File: src/rtl/slowfil_pkg.sv
// slowfil_pkg
// Shared definitions for the slow-FIR sequencer slice.
//  - state_t        : sequencer states (filter reset, coefficient load, run)
//  - min_spacing()  : smallest legal strobe spacing for a given tap count
//  - SPACING_MARGIN : extra idle cycles added on top of the minimum spacing
package slowfil_pkg;

  typedef enum logic [1:0] {
    S_FRST = 2'd0,
    S_LOAD = 2'd1,
    S_RUN  = 2'd2
  } state_t;

  localparam int SPACING_MARGIN = 1;

  // The filter needs one cycle per tap plus one to dump its result before
  // it can take another sample.
  function automatic int min_spacing(input int ntaps);
    return ntaps + 1;
  endfunction

endpackage

File: src/rtl/slowfil_seq_gapctr.sv
// slowfil_seq_gapctr
// Down-counter enforcing the idle spacing between filter sample strobes.
// Ports:
//  clk    in  clock
//  reset  in  synchronous active-high reset (clears the count)
//  load   in  reload the counter with SPACING-1
//  zero   out counter has reached zero; a new strobe may be issued
module slowfil_seq_gapctr #(
  parameter int SPACING = 112
) (
  input  logic clk,
  input  logic reset,
  input  logic load,
  output logic zero
);

  localparam int GW = $clog2(SPACING);
  localparam logic [GW-1:0] RELOAD = GW'(SPACING - 1);

  logic [GW-1:0] gap;

  // Loaded on the same edge that issues the strobe, so the strobe cycle sees
  // SPACING-1 and the counter reaches zero exactly SPACING-1 cycles later.
  always_ff @(posedge clk) begin
    if (reset) begin
      gap <= '0;
    end else if (load) begin
      gap <= RELOAD;
    end else if (gap != '0) begin
      gap <= gap - 1'b1;
    end
  end

  assign zero = (gap == '0);

endmodule

File: src/rtl/slowfil_seq.sv
// slowfil_seq
// Sequencer in front of the single-multiplier slow FIR: resets the filter,
// streams NTAPS coefficients into it, admits samples over valid/ready with a
// minimum strobe spacing, and defers coefficient reloads until the running
// accumulation has finished.
// Ports:
//  i_clk, i_reset                  clock, synchronous active-high reset
//  i_load                          request coefficient (re)load
//  i_coef_valid/o_coef_ready/i_coef  coefficient handshake
//  i_valid/o_ready/i_sample        sample handshake
//  o_fil_reset                     filter reset
//  o_tap_wr/o_tap                  filter tap write strobe and value
//  o_fil_ce/o_fil_sample           filter sample strobe and value
//  o_loaded                        full coefficient set present
//  o_busy                          not running or spacing gap still open
// Optional feature macro SLOWFIL_SEQ_STATS_EN adds:
//  o_nsamples [31:0]               accepted samples (wraps)
//  o_nstall   [15:0]               run cycles with i_valid && !o_ready (saturates)
module slowfil_seq
  import slowfil_pkg::*;
#(
  parameter int LGNTAPS = 7,
  parameter int NTAPS   = 110,
  parameter int IW      = 16,
  parameter int TW      = 16,
  parameter int SPACING = min_spacing(NTAPS) + SPACING_MARGIN
) (
  input  logic          i_clk,
  input  logic          i_reset,
  input  logic          i_load,
  input  logic          i_coef_valid,
  output logic          o_coef_ready,
  input  logic [TW-1:0] i_coef,
  input  logic          i_valid,
  output logic          o_ready,
  input  logic [IW-1:0] i_sample,
  output logic          o_fil_reset,
  output logic          o_tap_wr,
  output logic [TW-1:0] o_tap,
  output logic          o_fil_ce,
  output logic [IW-1:0] o_fil_sample,
  output logic          o_loaded,
  output logic          o_busy
`ifdef SLOWFIL_SEQ_STATS_EN
  ,
  output logic [31:0]   o_nsamples,
  output logic [15:0]   o_nstall
`endif
);

  localparam logic [LGNTAPS-1:0] LAST_TAP = LGNTAPS'(NTAPS - 1);

  state_t             state, state_next;
  logic [LGNTAPS-1:0] count, count_next;
  logic               load_pending, pending_next;
  logic               loaded_next;
  logic               gap_zero;
  logic               coef_fire;
  logic               sample_fire;

  slowfil_seq_gapctr #(
    .SPACING (SPACING)
  ) u_gapctr (
    .clk   (i_clk),
    .reset (i_reset),
    .load  (sample_fire),
    .zero  (gap_zero)
  );

  // Next-state and handshake decode. o_ready depends only on registers so
  // there is no combinational path from any input to it.
  always_comb begin
    state_next   = state;
    count_next   = count;
    pending_next = load_pending;
    loaded_next  = o_loaded;
    o_coef_ready = 1'b0;
    o_ready      = 1'b0;
    coef_fire    = 1'b0;
    sample_fire  = 1'b0;
    case (state)
      S_FRST: begin
        state_next = S_LOAD;
        count_next = '0;
      end
      S_LOAD: begin
        o_coef_ready = 1'b1;
        // A reload request discards the partial set, including any word
        // offered in the same cycle.
        if (i_load) begin
          state_next = S_FRST;
        end else if (i_coef_valid) begin
          coef_fire = 1'b1;
          if (count == LAST_TAP) begin
            state_next  = S_RUN;
            loaded_next = 1'b1;
          end else begin
            count_next = count + 1'b1;
          end
        end
      end
      S_RUN: begin
        o_ready     = gap_zero && !load_pending;
        sample_fire = i_valid && o_ready;
        if (i_load) begin
          pending_next = 1'b1;
        end
        // Reload only once the last accumulation has had its full spacing.
        if (gap_zero && load_pending) begin
          state_next   = S_FRST;
          pending_next = 1'b0;
          loaded_next  = 1'b0;
        end
      end
      default: begin
        state_next = S_FRST;
      end
    endcase
  end

  // Control state register.
  always_ff @(posedge i_clk) begin
    if (i_reset) begin
      state        <= S_FRST;
      count        <= '0;
      load_pending <= 1'b0;
      o_loaded     <= 1'b0;
    end else begin
      state        <= state_next;
      count        <= count_next;
      load_pending <= pending_next;
      o_loaded     <= loaded_next;
    end
  end

  // Registered pass-through of coefficients and samples toward the filter.
  always_ff @(posedge i_clk) begin
    if (i_reset) begin
      o_tap_wr     <= 1'b0;
      o_tap        <= '0;
      o_fil_ce     <= 1'b0;
      o_fil_sample <= '0;
    end else begin
      o_tap_wr <= coef_fire;
      if (coef_fire) begin
        o_tap <= i_coef;
      end
      o_fil_ce <= sample_fire;
      if (sample_fire) begin
        o_fil_sample <= i_sample;
      end
    end
  end

  assign o_fil_reset = i_reset | (state == S_FRST);
  assign o_busy      = (state != S_RUN) || !gap_zero;

`ifdef SLOWFIL_SEQ_STATS_EN
  // Statistics restart with every new coefficient set.
  always_ff @(posedge i_clk) begin
    if (i_reset || (state_next == S_FRST)) begin
      o_nsamples <= '0;
      o_nstall   <= '0;
    end else begin
      if (sample_fire) begin
        o_nsamples <= o_nsamples + 1'b1;
      end
      if ((state == S_RUN) && i_valid && !o_ready && (o_nstall != 16'hFFFF)) begin
        o_nstall <= o_nstall + 1'b1;
      end
    end
  end
`endif

endmodule

File: config.mk
export PLATFORM = sky130hd
export DESIGN_NAME = slowfil_seq
export DESIGN_NICKNAME = d
export VERILOG_FILES = /design/src/rtl/slowfil_pkg.sv /design/src/rtl/slowfil_seq_gapctr.sv /design/src/rtl/slowfil_seq.sv
export SDC_FILE = /design/constraint.sdc
export NUM_CORES = 1
export LEC_CHECK = 0
export CAP_MARGIN = 20
export CORE_MARGIN = 4
export CORE_UTILIZATION = 48
export DETAILED_ROUTE_END_ITERATION = 7
export MAX_ROUTING_LAYER = met4
export PLACE_DENSITY = 0.85
export SLEW_MARGIN = 15
export SYNTH_ARGS = -nofsm -noshare
export SYNTH_HDL_FRONTEND = slang
export SYNTH_SLANG_ARGS = --single-unit
File: constraint.sdc
create_clock -name i_clk -period 2.5 [get_ports i_clk]
set_input_delay 0.375 -clock i_clk [delete_from_list [all_inputs] [get_ports i_clk]]
set_output_delay 0.375 -clock i_clk [all_outputs]
set_load 0.02 [all_outputs]
==> impl_metrics.tcl, run 1 <==
set metrics [dict create \
    power.total_w 0.00196 \
    rsz0062_at_grt "false" \
    final-max-slew-violation-count 0 \
    swShare_pct 26.2 \
    slew_headroom_pct 66.5 \
    ant_nets 0 \
    fmax_mhz 429 \
    stdcell_count 365 \
    fin_tns_setup_ns 0 \
    regToRegStartpoint "u_gapctr.gap[0]" \
    required_ns 2.12 \
    wirelength_mm 4.77 \
    post-cts-setup-buffers 0 \
    coreArea_um2 4320 \
    ys_ff_latch 52 \
    grt_pass1_wl_mm 7.47 \
    rows 24 \
    dieWidth_um 74.8 \
    switchingPower_w 0.000514 \
    post-route-drc-count 0 \
    start_util_pct 49.6 \
    grt_overflow 0 \
    synthesis.area_um2 2140 \
    clockRootBuffer "clkbuf_8" \
    tightestPinTransition_ns 0.501 \
    fin_crit_ns 2.33 \
    comb_power_share_pct 21.6 \
    crit_path_end "o_ready" \
    path_cells "inv_1 > ha_1 > nor4b_4 > nand2_2 > nor2_2 > inv_2 > nor2_1 > clkdlybuf4s15_1" \
    p_int_w 0.00145 \
    wl_met3_um 376 \
    clockBufferDepth 2 \
    synth_fa_ha_area_share_pct 1.75 \
    synth_area_leader_cell "dfxtp_1" \
    synth_top_family_by_area "simple AND/OR/NAND/NOR gates" \
    h-tree-depth 2 \
    cts_tree "built" \
    hold_violations 0 \
    critical-path-max-stage-delay_ns 0.37 \
    reg2reg_to "o_fil_sample[11]" \
    rrSetupSlack_ns 0.53 \
    cp-end-kind "output port" \
    yosys_warnings 0 \
    path_class "reg -> out" \
    ys_top_cells_by_area "dfxtp_1 (49%), mux2i_1 (7.5%), nand2_1 (7.4%), nor2_1 (5.4%), a21oi_1 (5.1%)" \
    critPathLaunch "u_gapctr.gap[0]" \
    crit_fanout 6 \
    worst_r2r_path_depth 7 \
    hp-class "reg -> reg" \
    wl_met1_mm 2.16 \
    syn_to_final_growth_pct 42.4 \
    clkPwrFrac_pct 31.2 \
    grt.total_usage_pct 17.5 \
    die_area_um2 5600 \
    fin_crit_sh_pct 93.2 \
    dr.pass1.iters 4 \
    place_inst 357 \
    fin_skew_ns 0.00526 \
    fillers 352 \
    synth_top_area_share_pct 48.6 \
    met2_length_mm 2.18 \
    ir_drop_mv 0.419 \
    ys_seq_area_share_pct 48.6 \
    vias_per_cell 5.21 \
    synth_compound_area_share_pct 12.4 \
    clk_pin_slew_ns 0.08 \
    finalWeightedCongestion 0.837 \
    synthFlopType "dfxtp_1" \
    cp.arrival_ns 1.96 \
    synth_xor_area_share_pct 1.63 \
    via_count 1901 \
    grt_pass1_vias 1749 \
    crit_slowest_cell "dfxtp_1" \
    syn_nets 278 \
    seqPwrFrac_pct 47.3 \
    avgSynthCellArea_um2 9.01 \
    grt_max_degree 48 \
    netlist_instances 238 \
    antennaDiodeCount 0 \
    numCtsBuffers 5 \
    start_kind "flip-flop" \
    drt_iter0_markers 126 \
    routed.top_layer "met4" \
    leakagePower_nw 1.22 \
    synth_mux_area_share_pct 9.22 \
    synthArstFlopShare_pct 0 \
    port_buffers 75 \
    antenna_found_initial 0 \
    outcome "completed" \
    drv_cap 0 \
    drt-wirelength-per-cell_um 13.1 \
    yosys.area_share.simple_pct 21.8 \
    final_util_pct 70.6 \
    drive_above_1_share_pct 8.31 \
    synth_edf_count 0 \
    synth_cell_types 40 \
    fp.dieH_um 74.8 \
    power_density_nw_per_um2 643 \
    setup_viol 0 \
    clock_sinks 52 \
    clk-insertion-delay-late_ns 0.30 \
    post-dp-hpwl_mm 3.40 \
    io_pins 76 \
    final_nets 352 \
]
==> area by class of cell <==
class / count / area (µm²) / area share [%]
clock buffers: 7 / 96.3 / 3.16
multi-input cells: 165 / 1000 / 32.9
flip-flops and latches: 52 / 1040 / 34.1
inverters: 9 / 33.8 / 1.11
clock inverters: 1 / 30.0 / 0.984
well taps: 52 / 65.1 / 2.13
repair buffers: 79 / 783 / 25.7
==> worst max-delay path, delay by kind of cell, from the launching register on <==
family / cells / cell delay (ns)
buf+inv: 3 / 0.45
fa+ha+maj: 1 / 0.20
simple gates: 4 / 0.65
flops: 1 / 0.37
==> power groups by stage <==
| stage | logic [W] | registers (W) | clock network, W |
|---|---|---|---|
| detailed placement | 0.000415 | 0.000946 | 0 |
| floorplan | 0.000270 | 0.000943 | 0 |
| CTS | 0.000423 | 0.000927 | 0.000624 |
| global route | 0.000465 | 0.000933 | 0.000664 |
| global placement | 0.000409 | 0.000942 | 0 |
| finish | 0.000423 | 0.000928 | 0.000612 |
==> synth_stat cells (2+ instances only) <==
master	instances
a211oi_1	5
nand2b_1	3
buf_6	2
o21ai_0	2
nor2_2	2
o21bai_1	2
nand2_1	42
dfxtp_1	52
nand3_1	2
buf_2	4
nor2_1	31
clkbuf_1	6
nor4_1	2
mux2_2	2
nand4_1	2
nand4b_1	2
a21oi_1	22
mux2i_1	16
a31oi_1	5
ha_1	3
o31ai_1	2
xnor2_1	3
or3_1	2
inv_1	8
==> per-stage QoR <==
stage	setup WS (ns)	area [µm²]	hold WS, ns
2_1_floorplan	0.521	2140	0.463
3_3_place_gp	0.256	2920	0.442
3_5_place_dp	0.202	2920	0.446
4_1_cts	0.0240	3050	0.458
5_1_grt	0.0111	3050	0.476
6_report	0.170	3050	0.456
==> worst min path at each step <==
stage,from,end,depth (start not counted)
4_1_cts,o_tap[8],o_tap[8],2
3_3_place_gp,o_tap[15],o_tap[15],2
3_5_place_dp,o_tap[8],o_tap[8],2
6_report,o_tap[8],o_tap[8],2
5_1_grt,o_tap[8],o_tap[8],2
2_1_floorplan,u_gapctr.gap[6],u_gapctr.gap[6],2
==> cell families after synthesis <==
family	Yosys count
fa+ha+maj	3
compound gates	43
simple gates	96
xor+xnor	4
flops	52
buf+inv	21
mux	19
==> cells in the final DEF (no fill, tap or decap), drive strengths merged <==
cell type,count
a211oi,5
a21o,1
a21oi,23
a221oi,1
a22oi,1
a31o,1
a31oi,5
and3,1
and4b,1
buf,4
bufinv,1
clkbuf,7
clkdlybuf4s15,1
clkdlybuf4s50,73
dfxtp,52
dlymetal6s2s,1
ha,3
inv,9
mux2,3
mux2i,16
nand2,43
nand2b,3
nand3,2
nand4,3
nand4b,2
nor2,33
nor3b,1
nor4,2
nor4b,1
o21ai,2
o21bai,2
o31ai,2
or2,1
or3,2
or4b,1
xnor2,3
xor2,1
==> per-layer routing <==
metal  track usage [%]  vias to the layer above
met5                 -                        -
met4              4.94                        0
met2              27.9                       76
li1                  -                      956
met3              5.87                        7
met1              21.1                      862
==> repair_timing <==
item | 4_1_cts | 5_1_grt
hold buffers | 0 | 0
resized for setup | 1 | 2
endpoints found under the setup margin | 1 | 2
==> state kept, by name, summed over array words and instances, names as in the netlist <==
signal and cells:
o_fil_sample 16, o_tap 16, count 7, u_gapctr.gap 7, state 2, load_pending 1
o_fil_ce 1, o_loaded 1, o_tap_wr 1
Power figures use the tool's default switching activity.
==> inputs of run 2 (changes only) <==
--- a/config.mk
+++ b/config.mk
@@ -6,7 +6,7 @@
 export NUM_CORES = 1
 export LEC_CHECK = 0
 export CAP_MARGIN = 20
-export CORE_MARGIN = 4
+export CORE_MARGIN = 10
 export CORE_UTILIZATION = 48
 export DETAILED_ROUTE_END_ITERATION = 7
 export MAX_ROUTING_LAYER = met4
==> run 2 against run 1 <==
  * Worst setup slack improved by 0.020 ns
  * Combinational power is 1% lower
  * Fmax increased by 0.85%
  * Non-clock buffer count did not move
  * Total power shrank 6.7%
  * Hold slack worse by 0.00070 ns
  * Via count shrank 3.0%
  * Sequential share of layout area rose by 0.38 points
  * Cell count unchanged
  * Global-route usage is 3.3 points lower
==> impl_metrics.tcl, run 2 (synthesis results as in run 1) <==
set metrics [dict create \
    post-dp-hpwl_mm 3.82 \
    fillers 359 \
    grt_pass1_vias 1895 \
    hold_violations 0 \
    switchingPower_w 0.000514 \
    antennaDiodeCount 0 \
    p_int_w 0.00132 \
    drt_iter0_markers 94 \
    fin_crit_ns 2.31 \
    rows 24 \
    post-cts-setup-buffers 0 \
    crit_fanout 6 \
    stdcell_count 365 \
    leakagePower_nw 1.21 \
    hp-class "reg -> reg" \
    path_cells "inv_1 > ha_1 > nor4b_4 > nand2_2 > nor2_2 > inv_2 > nor2_1 > clkdlybuf4s15_1" \
    dieWidth_um 86.8 \
    crit_slowest_cell "dfxtp_1" \
    fmax_mhz 433 \
    drive_above_1_share_pct 8.31 \
    clk_pin_slew_ns 0.09 \
    die_area_um2 7540 \
    rsz0062_at_grt "false" \
    slew_headroom_pct 67.2 \
    coreArea_um2 4350 \
    cts_tree "built" \
    mostFrequentLayoutCells "clkdlybuf4s50_1 (73), dfxtp_1 (52), nand2_1 (42)" \
    fin_crit_sh_pct 92.4 \
    cp.arrival_ns 1.94 \
    ir_drop_mv 0.457 \
    antenna_found_initial 0 \
    finalWeightedCongestion 0.793 \
    grt_max_degree 48 \
    final_common_cell "clkdlybuf4s50_1" \
    clkPwrFrac_pct 26.4 \
    seqPwrFrac_pct 50.7 \
    power.total_w 0.00183 \
    fin_tns_setup_ns 0 \
    final_util_pct 69.3 \
    grt_overflow 0 \
    final_nets 352 \
    outcome "completed" \
    path_buf_inv 3 \
    port_buffers 75 \
    drt-wirelength-per-cell_um 14.0 \
    start_util_pct 49.2 \
    post-route-drc-count 0 \
    crit_family "simple AND/OR/NAND/NOR gates" \
    wirelength_mm 5.12 \
    drv_cap 0 \
    critical-path-max-stage-delay_ns 0.38 \
    setup_viol 0 \
    reg.largest.list "o_fil_sample (16), o_tap (16)" \
    ant_nets 0 \
    vias_per_cell 5.05 \
    power_density_nw_per_um2 606 \
    via_count 1844 \
    swShare_pct 28.1 \
    place_inst 357 \
    grt_pass1_wl_mm 8.63 \
    clockRootBuffer "clkbuf_8" \
    grt.total_usage_pct 14.3 \
    fin_hold_ws_ns 0.455 \
    start_kind "flip-flop" \
    clk-insertion-delay-late_ns 0.30 \
    h-tree-depth 2 \
    numCtsBuffers 5 \
    tightestPinTransition_ns 0.491 \
    path_class "reg -> out" \
    io_pins 76 \
    syn_to_final_growth_pct 40.9 \
    fp.dieH_um 86.8 \
    required_ns 2.12 \
    fin_skew_ns 0.00634 \
    clock_sinks 52 \
    dr.pass1.iters 4 \
    final-max-slew-violation-count 0 \
    comb_power_share_pct 22.9 \
    clockBufferDepth 2 \
    cp-end-kind "output port" \
]
[run 2: cell type report]
| type | instances | area (µm²) | area share [%] |
|---|---|---|---|
| multi-input cells | 165 | 1000 | 33.2 |
| inverters | 9 | 33.8 | 1.12 |
| clock buffers | 6 | 82.6 | 2.74 |
| repair buffers | 79 | 783 | 25.9 |
| flip-flops and latches | 52 | 1040 | 34.5 |
| well taps | 52 | 65.1 | 2.15 |
| clock inverters | 2 | 10.0 | 0.332 |
[run 2: worst paths after layout]
kind                                 startpoint               to  slack [ns]  cells past startpoint
worst max register to register  u_gapctr.gap[0]  o_fil_sample[6]        0.55                      7
worst min register to register        o_tap[12]        o_tap[12]        0.46                      2
worst min-delay path                  o_tap[12]        o_tap[12]        0.46                      2
worst max-delay path            u_gapctr.gap[0]          o_ready        0.19                      8
[run 2: worst register-to-register path: cells and delay by family (launching register included)]
kind | cells | cell delay (ns)
and+or+nand+nor | 3 | 0.70
DFF | 1 | 0.38
muxes | 1 | 0.29
buffers and inverters | 2 | 0.26
adders and majority gates | 1 | 0.20
[run 2: routing by layer]
| metal | wire length (µm) | vias up | GRT usage (%) |
|---|---|---|---|
| met5 | 0 | - | - |
| met4 | 59 | 0 | 5.74 |
| met3 | 471 | 4 | 6.47 |
| met2 | 2390 | 56 | 22.4 |
| met1 | 2190 | 830 | 15.3 |
| li1 | - | 954 | - |
[run 2: repair_timing]
action / 4_1_cts / 5_1_grt
gates resized for setup: 1 / 2
cloned: 0 / 0
endpoints found under the setup margin: 1 / 2
endpoints found under the hold margin: 0 / 0
hold buffers: 0 / 0
[run 2: stage by stage]
stage / cell area [µm²] / setup slack, ns
3_5_place_dp: 2920 / 0.197
5_1_grt: 3020 / 0.0157
3_3_place_gp: 2920 / 0.251
2_1_floorplan: 2140 / 0.521
4_1_cts: 3020 / 0.0129
6_report: 3020 / 0.190
[run 2: power groups by stage]
stage	Clock, W	Combinational [W]	Sequential, W
global route	0.000532	0.000460	0.000936
CTS	0.000501	0.000420	0.000927
finish	0.000483	0.000418	0.000929
global placement	0	0.000409	0.000941
floorplan	0	0.000270	0.000943
detailed placement	0	0.000418	0.000947
==> inputs of run 3 (changes only) <==
--- a/config.mk
+++ b/config.mk
@@ -10,8 +10,9 @@
 export CORE_UTILIZATION = 48
 export DETAILED_ROUTE_END_ITERATION = 7
 export MAX_ROUTING_LAYER = met4
-export PLACE_DENSITY = 0.85
+export PLACE_DENSITY = 0.84
 export SLEW_MARGIN = 15
 export SYNTH_ARGS = -nofsm -noshare
 export SYNTH_HDL_FRONTEND = slang
+export SYNTH_HIERARCHICAL = 1
 export SYNTH_SLANG_ARGS = --single-unit
==> run 3 against run 2 <==
  * Routed wire length is 12% higher
  * First-iteration DRC count is 26% higher
  * Core utilization is 1.6 points higher
  * Hold slack better by 0.0015 ns
  * Via count is 8.6% higher
  * Die area is 2.6% higher
  * Clock skew hardly changed
==> impl_metrics.tcl, run 3 <==
set metrics [dict create \
    io_pins 76 \
    netlist_instances 250 \
    switchingPower_w 0.000558 \
    avgSynthCellArea_um2 8.86 \
    rows 24 \
    die_area_um2 7730 \
    fin_hold_ws_ns 0.457 \
    outcome "completed" \
    final-max-slew-violation-count 0 \
    hold_buffers 0 \
    synthFlopType "dfxtp_1" \
    synth_top_area_share_pct 47.0 \
    drt-wirelength-per-cell_um 14.9 \
    setup_viol 0 \
    reg2reg_to "u_gapctr/gap[5]" \
    fp.dieH_um 87.9 \
    clockRootBuffer "clkbuf_8" \
    syn_to_final_growth_pct 41.3 \
    synth_common_cells "dfxtp_1 (52), nand2_1 (44), a21oi_1 (30)" \
    ys_seq_area_share_pct 47.0 \
    grt_max_degree 46 \
    hp-class "reg -> reg" \
    syn_nets 290 \
    swShare_pct 29.3 \
    vias_per_cell 5.21 \
    dieWidth_um 87.9 \
    worst-path-stages 7 \
    numCtsBuffers 5 \
    path_cells "inv_1 > ha_2 > or3b_1 > or2_4 > inv_2 > and4bb_4 > buf_6" \
    path_buf_inv 3 \
    rsz0062_at_grt "false" \
    slew_headroom_pct 65.2 \
    drv_cap 0 \
    dr.pass1.iters 4 \
    wirelength_mm 5.72 \
    crit_fanout 4 \
    fin_tns_setup_ns 0 \
    clock_sinks 52 \
    hold_path_end "o_fil_sample[4]" \
    cp-end-kind "output port" \
    fmax_mhz 414 \
    finalWeightedCongestion 0.790 \
    coreArea_um2 4410 \
    grt_pass1_wl_mm 9.08 \
    reg.largest.list "o_fil_sample (16), o_tap (16)" \
    regToRegStartpoint "u_gapctr/gap[0]" \
    ys_ff_latch 52 \
    ys_top_cells_by_area "dfxtp_1 (47%), nand2_1 (7.5%), a21oi_1 (6.8%), nand3_1 (4.7%), a21oi_2 (4.0%)" \
    mostFrequentLayoutCells "clkdlybuf4s50_1 (72), dfxtp_1 (52), nand2_1 (44)" \
    required_ns 2.12 \
    clkPwrFrac_pct 24.9 \
    power_density_nw_per_um2 607 \
    start_kind "flip-flop" \
    leakagePower_nw 1.11 \
    ant_nets 0 \
    stdcell_count 384 \
    synth_cell_types 43 \
    crit_slowest_cell "or3b_1" \
    fin_crit_ns 2.41 \
    cts_tree "built" \
    final_nets 371 \
    clk-insertion-delay-late_ns 0.31 \
    hold_violations 0 \
    synthArstFlopShare_pct 0 \
    worst_r2r_path_depth 12 \
    via_count 2002 \
    yosys_warnings 6 \
    path_class "reg -> out" \
    yosysMostFrequentCell "dfxtp_1" \
    post-dp-hpwl_mm 4.27 \
    grt_pass1_vias 1922 \
    hold_depth 2 \
    synthesis.area_um2 2220 \
    clk_pin_slew_ns 0.09 \
    antenna_found_initial 0 \
    rrSetupSlack_ns 0.13 \
    port_buffers 75 \
    drt_iter0_markers 118 \
    synth_edf_count 0 \
    place_inst 374 \
    clockBufferDepth 2 \
    grt_overflow 0 \
    fin_crit_sh_pct 96.5 \
    h-tree-depth 2 \
    fin_skew_ns 0.00611 \
    p_int_w 0.00134 \
    start_util_pct 50.2 \
    grt.total_usage_pct 15.0 \
    final_common_cell "clkdlybuf4s50_1" \
    min_from "o_fil_sample[4]" \
    tightestPinTransition_ns 0.517 \
    synth_area_leader_cell "dfxtp_1" \
    ir_drop_mv 0.472 \
    cp.arrival_ns 2.04 \
    antennaDiodeCount 0 \
    crit_family "simple AND/OR/NAND/NOR gates" \
    seqPwrFrac_pct 48.6 \
    critical-path-max-stage-delay_ns 0.37 \
    comb_power_share_pct 26.5 \
    drive_above_1_share_pct 15.7 \
    post-route-drc-count 0 \
]
run 3: changes by cell type after synthesis, moves of 3 or more:
cell and delta:
a21oi_2 +9, o21ai_0 +4, a21oi_1 +8, or3_1 +4, nor2_1 -23, mux2i_1 -16
nand3_1 +19, inv_1 +4, a31oi_1 -3, clkbuf_1 -3, nand2_2 +8, nand2b_1 -3
run 3: how the worst max path moves through the flow:
stage / start / slack (ns) / to
floorplan: u_gapctr/gap[0] / 0.0006 / u_gapctr/gap[5]
global placement: u_gapctr/gap[0] / 0.003 / o_ready
detailed placement: u_gapctr/gap[0] / -0.08 / u_gapctr/gap[5]
CTS: u_gapctr/gap[0] / 0.01 / o_ready
global route: u_gapctr/gap[0] / 0.02 / o_ready
finish: u_gapctr/gap[0] / 0.09 / o_ready
run 3: logic make-up after synthesis:
logic type / after synthesis / synth area share [%]
AOI/OAI and AO/OA: 63 / 19.1
xor gates and xnor gates: 2 / 0.791
DFF: 52 / 47.0
buffers and inverters: 25 / 6.32
and+or+nand+nor: 105 / 25.1
adders and majority gates: 3 / 1.69
run 3: worst register-to-register path: cells and delay by family (launching register included):
family          cells  cell delay (ns)
compound gates      1             0.23
buf+inv             5             0.49
flops               1             0.32
fa+ha+maj           1             0.21
simple gates        5             1.08
run 3: routing by layer:
layer / GRT usage (%) / part of all wire, %
met5: - / 0
met4: 4.20 / 1.0
met3: 4.92 / 9.5
met2: 25.1 / 49
met1: 16.5 / 40
run 3: power by group through the flow:
stage / Sequential, W / Combinational, W / Clock, W
2_1_floorplan: 0.000949 / 0.000277 / 0
3_3_place_gp: 0.000938 / 0.000469 / 0
3_5_place_dp: 0.000941 / 0.000484 / 0
4_1_cts: 0.000922 / 0.000488 / 0.000494
5_1_grt: 0.000931 / 0.000545 / 0.000527
6_report: 0.000923 / 0.000504 / 0.000474
run 3: area by class of cell:
cell class              count  area [µm²]
fillers                   358        1280
multi-input cells         173        1040
clock buffers               6        72.6
clock inverters             2        16.3
repair buffers             87         845
flip-flops and latches     52        1040
inverters                  12        48.8
well taps                  52        65.1
run 3: repair_timing:
action / CTS / global route
setup endpoints to repair: 4 / 5
resized for setup: 12 / 6
buffers inserted: 0 / 2
pin swaps: 0 / 0
run 3: through the flow:
step                      area (µm²)  utilization (%)  setup WS, ns  power (W)
after floorplan                 2220                -      0.000557    0.00123
after global placement          3010             68.1       0.00306    0.00141
after detailed placement        3010             68.1       -0.0809    0.00142
after CTS                       3110             70.4        0.0117    0.00190
after global routing            3130             70.9        0.0156    0.00200
final                           3130             70.9        0.0869    0.00190
